--- src/rtl/conv_sched_pkg.sv ---
// rtl/conv_sched_pkg.sv - shared types and constants for the conv layer scheduler
package conv_sched_pkg;

    localparam int MAX_K      = 3;
    localparam int KW         = MAX_K * MAX_K;
    localparam int DESC_W     = 48;

    localparam int CH_LSB     = 0;
    localparam int K_LSB      = 8;
    localparam int STRIDE_LSB = 16;
    localparam int IF_LSB     = 24;
    localparam int FILT_LSB   = 32;
    localparam int LAST_BIT   = 40;

    typedef enum logic [3:0] {
        S_IDLE,
        S_DESC_RD,
        S_DESC_WAIT,
        S_DESC_CALC,
        S_LOAD,
        S_DRAIN,
        S_START,
        S_READY,
        S_WAIT_REQ,
        S_LAYER_END,
        S_FINISH
    } state_t;

    typedef struct packed {
        logic       last_stage;
        logic [7:0] amount_filters;
        logic [7:0] if_size;
        logic [7:0] stride;
        logic [7:0] kernel_size;
        logic [7:0] amount_channels;
    } desc_t;

    // Reserved descriptor bits above LAST_BIT are dropped by the caller.
    function automatic desc_t unpack_desc(input logic [LAST_BIT:0] raw);
        desc_t d;
        d.amount_channels = raw[CH_LSB +: 8];
        d.kernel_size     = raw[K_LSB +: 8];
        d.stride          = raw[STRIDE_LSB +: 8];
        d.if_size         = raw[IF_LSB +: 8];
        d.amount_filters  = raw[FILT_LSB +: 8];
        d.last_stage      = raw[LAST_BIT];
        return d;
    endfunction

endpackage

--- src/rtl/conv_layer_scheduler_kernel_loader.sv ---
// rtl/conv_layer_scheduler_kernel_loader.sv - weight stream reader filling kernel and bias registers
module kernel_loader
    import conv_sched_pkg::*;
#(
    parameter int W_ADDR_BITS = 14
) (
    input  logic                   clk,
    input  logic                   rst,
    input  logic                   restart_i,
    input  logic                   load_i,
    input  logic                   with_bias_i,
    input  logic [7:0]             count_i,
    output logic                   ack_o,
    output logic                   wgt_rd_o,
    output logic [W_ADDR_BITS-1:0] wgt_addr_o,
    input  logic [7:0]             wgt_data_i,
    output logic [7:0]             kernel_o [0:KW-1],
    output logic [7:0]             bias_o
);

    logic                   active_q;
    logic                   rd_q;
    logic                   take_bias_q;
    logic [7:0]             cnt_q;
    logic [7:0]             count_q;
    logic [3:0]             widx_q;
    logic [W_ADDR_BITS-1:0] ptr_q;
    logic [7:0]             kernel_q [0:KW-1];
    logic [7:0]             bias_q;

    assign ack_o      = active_q && (cnt_q == count_q - 8'd1);
    assign wgt_rd_o   = active_q;
    assign wgt_addr_o = ptr_q;
    assign kernel_o   = kernel_q;
    assign bias_o     = bias_q;

    always_ff @(posedge clk) begin
        if (rst) begin
            active_q    <= 1'b0;
            rd_q        <= 1'b0;
            take_bias_q <= 1'b0;
            cnt_q       <= '0;
            count_q     <= '0;
            widx_q      <= '0;
            ptr_q       <= '0;
            bias_q      <= '0;
            for (int i = 0; i < KW; i++) kernel_q[i] <= '0;
        end else begin
            if (restart_i) ptr_q <= '0;
            rd_q <= active_q;
            if (load_i) begin
                active_q    <= 1'b1;
                cnt_q       <= '0;
                count_q     <= count_i;
                take_bias_q <= with_bias_i;
                widx_q      <= '0;
                for (int i = 0; i < KW; i++) kernel_q[i] <= '0;
            end else begin
                if (active_q) begin
                    ptr_q <= ptr_q + 1'b1;
                    cnt_q <= cnt_q + 8'd1;
                    if (ack_o) active_q <= 1'b0;
                end
                // Data returns one cycle after each read; the bias byte leads a filter load.
                if (rd_q) begin
                    if (take_bias_q) begin
                        bias_q      <= wgt_data_i;
                        take_bias_q <= 1'b0;
                    end else if (widx_q < 4'(KW)) begin
                        kernel_q[widx_q] <= wgt_data_i;
                        widx_q           <= widx_q + 4'd1;
                    end
                end
            end
        end
    end

endmodule

--- src/rtl/conv_layer_scheduler.sv ---
// rtl/conv_layer_scheduler.sv - multi-layer descriptor sequencer driving fsm_rn configuration and weights
module conv_layer_scheduler
    import conv_sched_pkg::*;
#(
    parameter int          DESC_ADDR_BITS = 4,
    parameter int          W_ADDR_BITS    = 14,
    parameter logic [15:0] BANK_OFFSET    = 16'd2048
) (
    input  logic                      clk,
    input  logic                      rst,
    input  logic                      sched_start,
    output logic                      busy,
    output logic                      done,
    output logic                      err,
    output logic [DESC_ADDR_BITS-1:0] layer_idx,
    output logic                      desc_rd,
    output logic [DESC_ADDR_BITS-1:0] desc_addr,
    input  logic [DESC_W-1:0]         desc_data,
    output logic                      wgt_rd,
    output logic [W_ADDR_BITS-1:0]    wgt_addr,
    input  logic [7:0]                wgt_data,
    output logic                      start,
    output logic                      struct_ready,
    output logic [7:0]                last_stage,
    output logic [7:0]                amount_channels,
    output logic [7:0]                kernel_size,
    output logic [7:0]                stride,
    output logic [7:0]                if_size,
    output logic [7:0]                kernel_size_2,
    output logic [7:0]                amount_filters,
    output logic [7:0]                of_size,
    output logic [15:0]               ifsize_2,
    output logic [15:0]               ofsize_2,
    output logic [15:0]               of_offset,
    output logic [15:0]               if_base,
    output logic [7:0]                kernel [0:KW-1],
    output logic [7:0]                bias,
    input  logic                      next,
    input  logic                      next_channel,
    input  logic                      next_filter
);

    state_t                    state_q, state_d;
    desc_t                     desc_q, desc_d;
    logic [DESC_ADDR_BITS-1:0] layer_idx_q, layer_idx_d;
    logic                      err_q, err_d;
    logic [7:0]                ch_q, ch_d;
    logic [7:0]                f_q, f_d;
    logic                      new_layer_q, new_layer_d;

    logic [7:0]  amount_channels_q, kernel_size_q, stride_q, if_size_q;
    logic [7:0]  amount_filters_q, last_stage_q, kernel_size_2_q, of_size_q;
    logic [15:0] ifsize_2_q, ofsize_2_q, of_offset_q, if_base_q;

    logic        unused_desc_bits;
    logic [7:0]  kk_calc, of_calc, ld_count;
    logic [15:0] if2_calc, of2_calc;
    logic        desc_invalid;
    logic        ld_go, ld_bias, ld_ack, run_start;

    assign unused_desc_bits = ^desc_data[DESC_W-1:LAST_BIT+1];

    assign kk_calc  = desc_q.kernel_size * desc_q.kernel_size;
    assign if2_calc = 16'(desc_q.if_size) * 16'(desc_q.if_size);
    assign of_calc  = ((desc_q.if_size - desc_q.kernel_size) >> desc_q.stride) + 8'd1;
    assign of2_calc = 16'(of_calc) * 16'(of_calc);

    assign desc_invalid = (desc_q.kernel_size == 8'd0) || (desc_q.kernel_size > 8'(MAX_K)) ||
                          (desc_q.if_size < desc_q.kernel_size) ||
                          (desc_q.amount_channels == 8'd0) || (desc_q.amount_filters == 8'd0);

    // The first load of a layer happens before kernel_size_2_q is registered.
    assign ld_count = ((state_q == S_DESC_CALC) ? kk_calc : kernel_size_2_q) + {7'd0, ld_bias};

    always_comb begin
        state_d     = state_q;
        desc_d      = desc_q;
        layer_idx_d = layer_idx_q;
        err_d       = err_q;
        ch_d        = ch_q;
        f_d         = f_q;
        new_layer_d = new_layer_q;
        ld_go       = 1'b0;
        ld_bias     = 1'b0;
        run_start   = 1'b0;
        case (state_q)
            S_IDLE: begin
                if (sched_start) begin
                    err_d       = 1'b0;
                    layer_idx_d = '0;
                    run_start   = 1'b1;
                    state_d     = S_DESC_RD;
                end
            end
            S_DESC_RD:   state_d = S_DESC_WAIT;
            S_DESC_WAIT: begin
                desc_d  = unpack_desc(desc_data[LAST_BIT:0]);
                state_d = S_DESC_CALC;
            end
            S_DESC_CALC: begin
                if (desc_invalid) begin
                    err_d   = 1'b1;
                    state_d = S_FINISH;
                end else begin
                    ch_d        = '0;
                    f_d         = '0;
                    new_layer_d = 1'b1;
                    ld_go       = 1'b1;
                    ld_bias     = 1'b1;
                    state_d     = S_LOAD;
                end
            end
            S_LOAD:  if (ld_ack) state_d = S_DRAIN;
            S_DRAIN: state_d = new_layer_q ? S_START : S_READY;
            S_START: begin
                new_layer_d = 1'b0;
                state_d     = S_READY;
            end
            S_READY: state_d = S_WAIT_REQ;
            S_WAIT_REQ: begin
                if (next) begin
                    if (next_filter) begin
                        if (ch_q != amount_channels_q - 8'd1) begin
                            err_d   = 1'b1;
                            state_d = S_FINISH;
                        end else if (f_q != amount_filters_q - 8'd1) begin
                            f_d     = f_q + 8'd1;
                            ch_d    = '0;
                            ld_go   = 1'b1;
                            ld_bias = 1'b1;
                            state_d = S_LOAD;
                        end else begin
                            state_d = S_LAYER_END;
                        end
                    end else if (ch_q != amount_channels_q - 8'd1) begin
                        ch_d    = ch_q + 8'd1;
                        ld_go   = 1'b1;
                        state_d = S_LOAD;
                    end else begin
                        err_d   = 1'b1;
                        state_d = S_FINISH;
                    end
                end
            end
            S_LAYER_END: begin
                if (last_stage_q[0]) begin
                    state_d = S_FINISH;
                end else if (layer_idx_q == '1) begin
                    err_d   = 1'b1;
                    state_d = S_FINISH;
                end else begin
                    layer_idx_d = layer_idx_q + 1'b1;
                    state_d     = S_DESC_RD;
                end
            end
            S_FINISH: state_d = S_IDLE;
            default:  state_d = S_IDLE;
        endcase
        if (next && (state_q != S_WAIT_REQ)) err_d = 1'b1;
    end

    always_ff @(posedge clk) begin
        if (rst) begin
            state_q     <= S_IDLE;
            desc_q      <= '0;
            layer_idx_q <= '0;
            err_q       <= 1'b0;
            ch_q        <= '0;
            f_q         <= '0;
            new_layer_q <= 1'b0;
        end else begin
            state_q     <= state_d;
            desc_q      <= desc_d;
            layer_idx_q <= layer_idx_d;
            err_q       <= err_d;
            ch_q        <= ch_d;
            f_q         <= f_d;
            new_layer_q <= new_layer_d;
        end
    end

    always_ff @(posedge clk) begin
        if (rst) begin
            amount_channels_q <= '0;
            kernel_size_q     <= '0;
            stride_q          <= '0;
            if_size_q         <= '0;
            amount_filters_q  <= '0;
            last_stage_q      <= '0;
            kernel_size_2_q   <= '0;
            of_size_q         <= '0;
            ifsize_2_q        <= '0;
            ofsize_2_q        <= '0;
            of_offset_q       <= '0;
            if_base_q         <= '0;
        end else if (state_q == S_DESC_CALC) begin
            amount_channels_q <= desc_q.amount_channels;
            kernel_size_q     <= desc_q.kernel_size;
            stride_q          <= desc_q.stride;
            if_size_q         <= desc_q.if_size;
            amount_filters_q  <= desc_q.amount_filters;
            last_stage_q      <= {7'd0, desc_q.last_stage};
            kernel_size_2_q   <= kk_calc;
            of_size_q         <= of_calc;
            ifsize_2_q        <= if2_calc;
            ofsize_2_q        <= of2_calc;
            // Even layers read bank A and write bank B; odd layers swap.
            of_offset_q       <= layer_idx_q[0] ? 16'd0 : BANK_OFFSET;
            if_base_q         <= layer_idx_q[0] ? BANK_OFFSET : 16'd0;
        end
    end

    kernel_loader #(
        .W_ADDR_BITS(W_ADDR_BITS)
    ) u_loader (
        .clk        (clk),
        .rst        (rst),
        .restart_i  (run_start),
        .load_i     (ld_go),
        .with_bias_i(ld_bias),
        .count_i    (ld_count),
        .ack_o      (ld_ack),
        .wgt_rd_o   (wgt_rd),
        .wgt_addr_o (wgt_addr),
        .wgt_data_i (wgt_data),
        .kernel_o   (kernel),
        .bias_o     (bias)
    );

    assign busy            = (state_q != S_IDLE) && (state_q != S_FINISH);
    assign done            = (state_q == S_FINISH);
    assign err             = err_q;
    assign layer_idx       = layer_idx_q;
    assign desc_rd         = (state_q == S_DESC_RD);
    assign desc_addr       = layer_idx_q;
    assign start           = (state_q == S_START);
    assign struct_ready    = (state_q == S_READY);
    assign last_stage      = last_stage_q;
    assign amount_channels = amount_channels_q;
    assign kernel_size     = kernel_size_q;
    assign stride          = stride_q;
    assign if_size         = if_size_q;
    assign kernel_size_2   = kernel_size_2_q;
    assign amount_filters  = amount_filters_q;
    assign of_size         = of_size_q;
    assign ifsize_2        = ifsize_2_q;
    assign ofsize_2        = ofsize_2_q;
    assign of_offset       = of_offset_q;
    assign if_base         = if_base_q;

endmodule
--- config.mk ---
export PLATFORM = sky130hd
export DESIGN_NAME = conv_layer_scheduler
export DESIGN_NICKNAME = d
export VERILOG_FILES = /design/src/rtl/conv_sched_pkg.sv /design/src/rtl/conv_layer_scheduler_kernel_loader.sv /design/src/rtl/conv_layer_scheduler.sv
export SDC_FILE = /design/constraint.sdc
export NUM_CORES = 1
export LEC_CHECK = 0
export CAP_MARGIN = 20
export CORE_MARGIN = 5
export CORE_UTILIZATION = 55
export CTS_BUF_LIST = sky130_fd_sc_hd__clkbuf_4 sky130_fd_sc_hd__clkbuf_8
export DETAILED_ROUTE_END_ITERATION = 10
export GPL_TIMING_DRIVEN = 0
export PLACE_DENSITY = 0.87
export SYNTH_ARGS = -nofsm -noshare
export SYNTH_HDL_FRONTEND = slang
export SYNTH_SLANG_ARGS = --single-unit
export TNS_END_PERCENT = 1
--- constraint.sdc ---
create_clock -name clk -period 8.75 [get_ports clk]
set_clock_uncertainty 0.1 [all_clocks]
set_input_delay 0.875 -clock clk [delete_from_list [all_inputs] [get_ports clk]]
set_output_delay 0.875 -clock clk [all_outputs]
set_load 0.02 [all_outputs]
==> out/results.tsv <==
metric	value	unit
outcome	finished, final reports clean	
Leak	8.29	nW
Slew Viols, Final	0	
Final setup viols	0	
crit-path max FO	8	
number of DRC markers in iteration 0	1448	
clock sink count	271	
H-tree levels	2	
CTS Buf Count	45	
Yosys top cell area share	33.4	%
Most used DFF post-synth	dfxtp_1	
internal power	2.54	mW
Syn Area/Cell	8.00	um^2
die width	182	um
fmax	120	MHz
Post-Syn Instances	2031	
top cells by area, synth	dfxtp_1 (33%), nand2_1 (8.0%), ha_1 (7.7%)	
GRT Resource Usage Total	28.8	%
switching share of total power	36.2	%
Vias/cell	5.68	
CP Class	flip-flop to flip-flop	
sequential power share	32.6	%
warnings from Yosys	0	
Final Power	3.98	mW
Unique masters post-synth	79	
Critical Path Most Common Cell	inv_1	
worst hold path class	flip-flop to flip-flop	
register bit total from synthesis	271	
Pre-antenna DRT Iters	6	
DRT antenna net count	0	
slew of the pin with the lowest slew margin	967	ps
height of the die	182	um
largest net degree at the start of global routing	13	
commonest non-fill, non-tap cell in the layout	nand2_1	
Seq/Total Area, Yosys	33.4	%
most frequent cells in the layout	nand2_1 (347), dfxtp_1 (268), clkdlybuf4s50_1 (242)	
Initial Util	55.3	%
Tmin final	8370	ps
Slowest-stage cell, CP	or4b_2	
PortBufs	242	
clock power share	30.7	%
Post-synth EDFFs	0	
top cell type by total area after synthesis	dfxtp_1	
slowest stage delay, CP	640	ps
drt total wl	50100	um
ratio of cells with drive above 1 in the final layout	7.44	%
Req. time, crit path	9090	ps
final hold vios	0	
reg2reg setup slack	380	ps
async set or reset register ratio after synthesis	0	%
Power Density	195	nW/um^2
via count	15800	
DR WL/cell	18.0	um
Final HPWL DP	37800	um
peak supply drop	0.154	mV
first-pass GRT wire length	78900	um
initial antenna violation count	0	
hold path start	kernel_size[6]	
synthesis-to-finish area growth	25.3	%
Hold Path Cell Cnt	2	
Final period util	95.6	%
CTS tree	yes	
GPL Wtd Cong	0.965	
Max clock buf depth	3	
area of the core	29400	um^2
Critical R2R Capture	ofsize_2[15]	
Switch Pwr	1.44	mW
Std-Cell Rows	63	
drt drc	0	
vias in the first global route	15600	
critical path arrival	8700	ps
critical path endpoint category	flip-flop	
Rel. slew slack	34.9	%
gr ovfl total	0	
Worst Hold End	kernel_size[6]	
R2R Path Start	desc_q[10]	
setup_tns	0	ps
IO Pins	299	
Register-to-Register Path Depth	31	
Clock Latency Late Sink	570	ps
Comb pwr share	36.8	%
Critical Path Source Type	flip-flop	
die area	33100	um^2
clock slew at reported path FFs	70	ps
CTS root buf	clkbuf_8	
RSZ-0062 raised after global routing	no	
cell area after synthesis	16300	um^2
max cap viols	0	
# nets final	2585	
antenna cell count	0	
hold_buf cts	0	
## synth_stat cells, drive strengths merged, types with 11 or more instances
| master | number |
|---|---|
| a211oi | 17 |
| a21oi | 235 |
| and2 | 19 |
| and3 | 21 |
| buf | 59 |
| clkbuf | 98 |
| dfxtp | 271 |
| fa | 60 |
| ha | 100 |
| inv | 129 |
| mux2i | 25 |
| nand2 | 348 |
| nand2b | 14 |
| nand3 | 92 |
| nand4 | 16 |
| nor2 | 187 |
| nor3 | 30 |
| nor4 | 15 |
| o21a | 11 |
| o21ai | 28 |
| xnor2 | 65 |
| xor2 | 38 |
## how the worst max path moves through the flow
stage / startpoint / end / slack [ps] / cells after the start
global placement: desc_q[25] / ofsize_2[15] / 50 / 32
finish: desc_q[10] / ofsize_2[15] / 380 / 31
global route: desc_q[24] / ofsize_2[15] / 3 / 32
CTS: desc_q[24] / ofsize_2[14] / 90 / 32
floorplan: desc_q[24] / ofsize_2[14] / 1170 / 30
detailed placement: desc_q[25] / ofsize_2[15] / -170 / 32
## critical path, delay by kind of cell (launching register included)
| family | cells | cell delay [ps] |
|---|---|---|
| flops | 1 | 430 |
| simple gates | 5 | 1430 |
| compound gates | 13 | 3090 |
| xor+xnor | 1 | 170 |
| fa+ha+maj | 7 | 2630 |
| buf+inv | 5 | 360 |
## flip-flops by register name, indices dropped and copies added (netlist names), 14 cells and up
name,flops
ifsize_2,14
desc_q,41
ofsize_2,14
u_loader.wgt_addr_o,14
u_loader.kernel_o,72
## per-layer routing
| layer | global-route usage (%) | part of all wire, % | vias to the layer above | wire [um] |
|---|---|---|---|---|
| met5 | 0 | 0 | - | 0 |
| li1 | - | - | 7398 | - |
| met1 | 35.5 | 38 | 7420 | 19200 |
| met4 | 14.2 | 5.3 | 0 | 2660 |
| met2 | 48.6 | 47 | 810 | 23800 |
| met3 | 5.15 | 8.8 | 177 | 4420 |
## final cells by class
class,instances,area (um^2)
fillers,2289,9040
clock buffers,68,861
repair buffers,247,2460
multi-input cells,1510,9720
well taps,390,488
flip-flops and latches,271,5430
plain buffers,157,805
inverters,131,492
clock inverters,10,115
## power by group through the flow
stage	Sequential (mW)	Clock [mW]	Combinational [mW]
after global routing	1.30	1.28	1.64
after detailed placement	1.32	0	1.42
after global placement	1.32	0	1.36
after CTS	1.29	1.23	1.43
final	1.30	1.22	1.46
after floorplan	1.32	0	1.07
## stage by stage
stage	utilization, %	cell area [um^2]	hold WS (ps)	setup WS (ps)	cells
6_report	69.3	20400	355	385	2784
5_1_grt	69.3	20400	371	3.03	2784
2_1_floorplan	-	16400	332	1170	2069
3_5_place_dp	65.7	19300	348	-171	2702
4_1_cts	69.0	20300	354	92.4	2780
3_3_place_gp	65.7	19300	341	51.9	2701
## logic make-up after synthesis
kind of cell | after synthesis | synth area share [%]
and+or+nand+nor | 797 | 21.9
AOI/OAI and AO/OA | 381 | 14.1
buffers and inverters | 288 | 7.97
DFF | 271 | 33.4
adders and majority gates | 160 | 15.1
xor gates and xnor gates | 103 | 5.67
muxes | 30 | 1.89
other | 1 | 0.0231
## what timing repair did
item / 4_1_cts / 5_1_grt
resized for setup: 3 / 10
endpoints found under the hold margin: 0 / 0
pin swaps: 0 / 2
endpoints found under the setup margin: 2 / 4
buffers inserted: 0 / 3
Power figures use the tool's default switching activity.
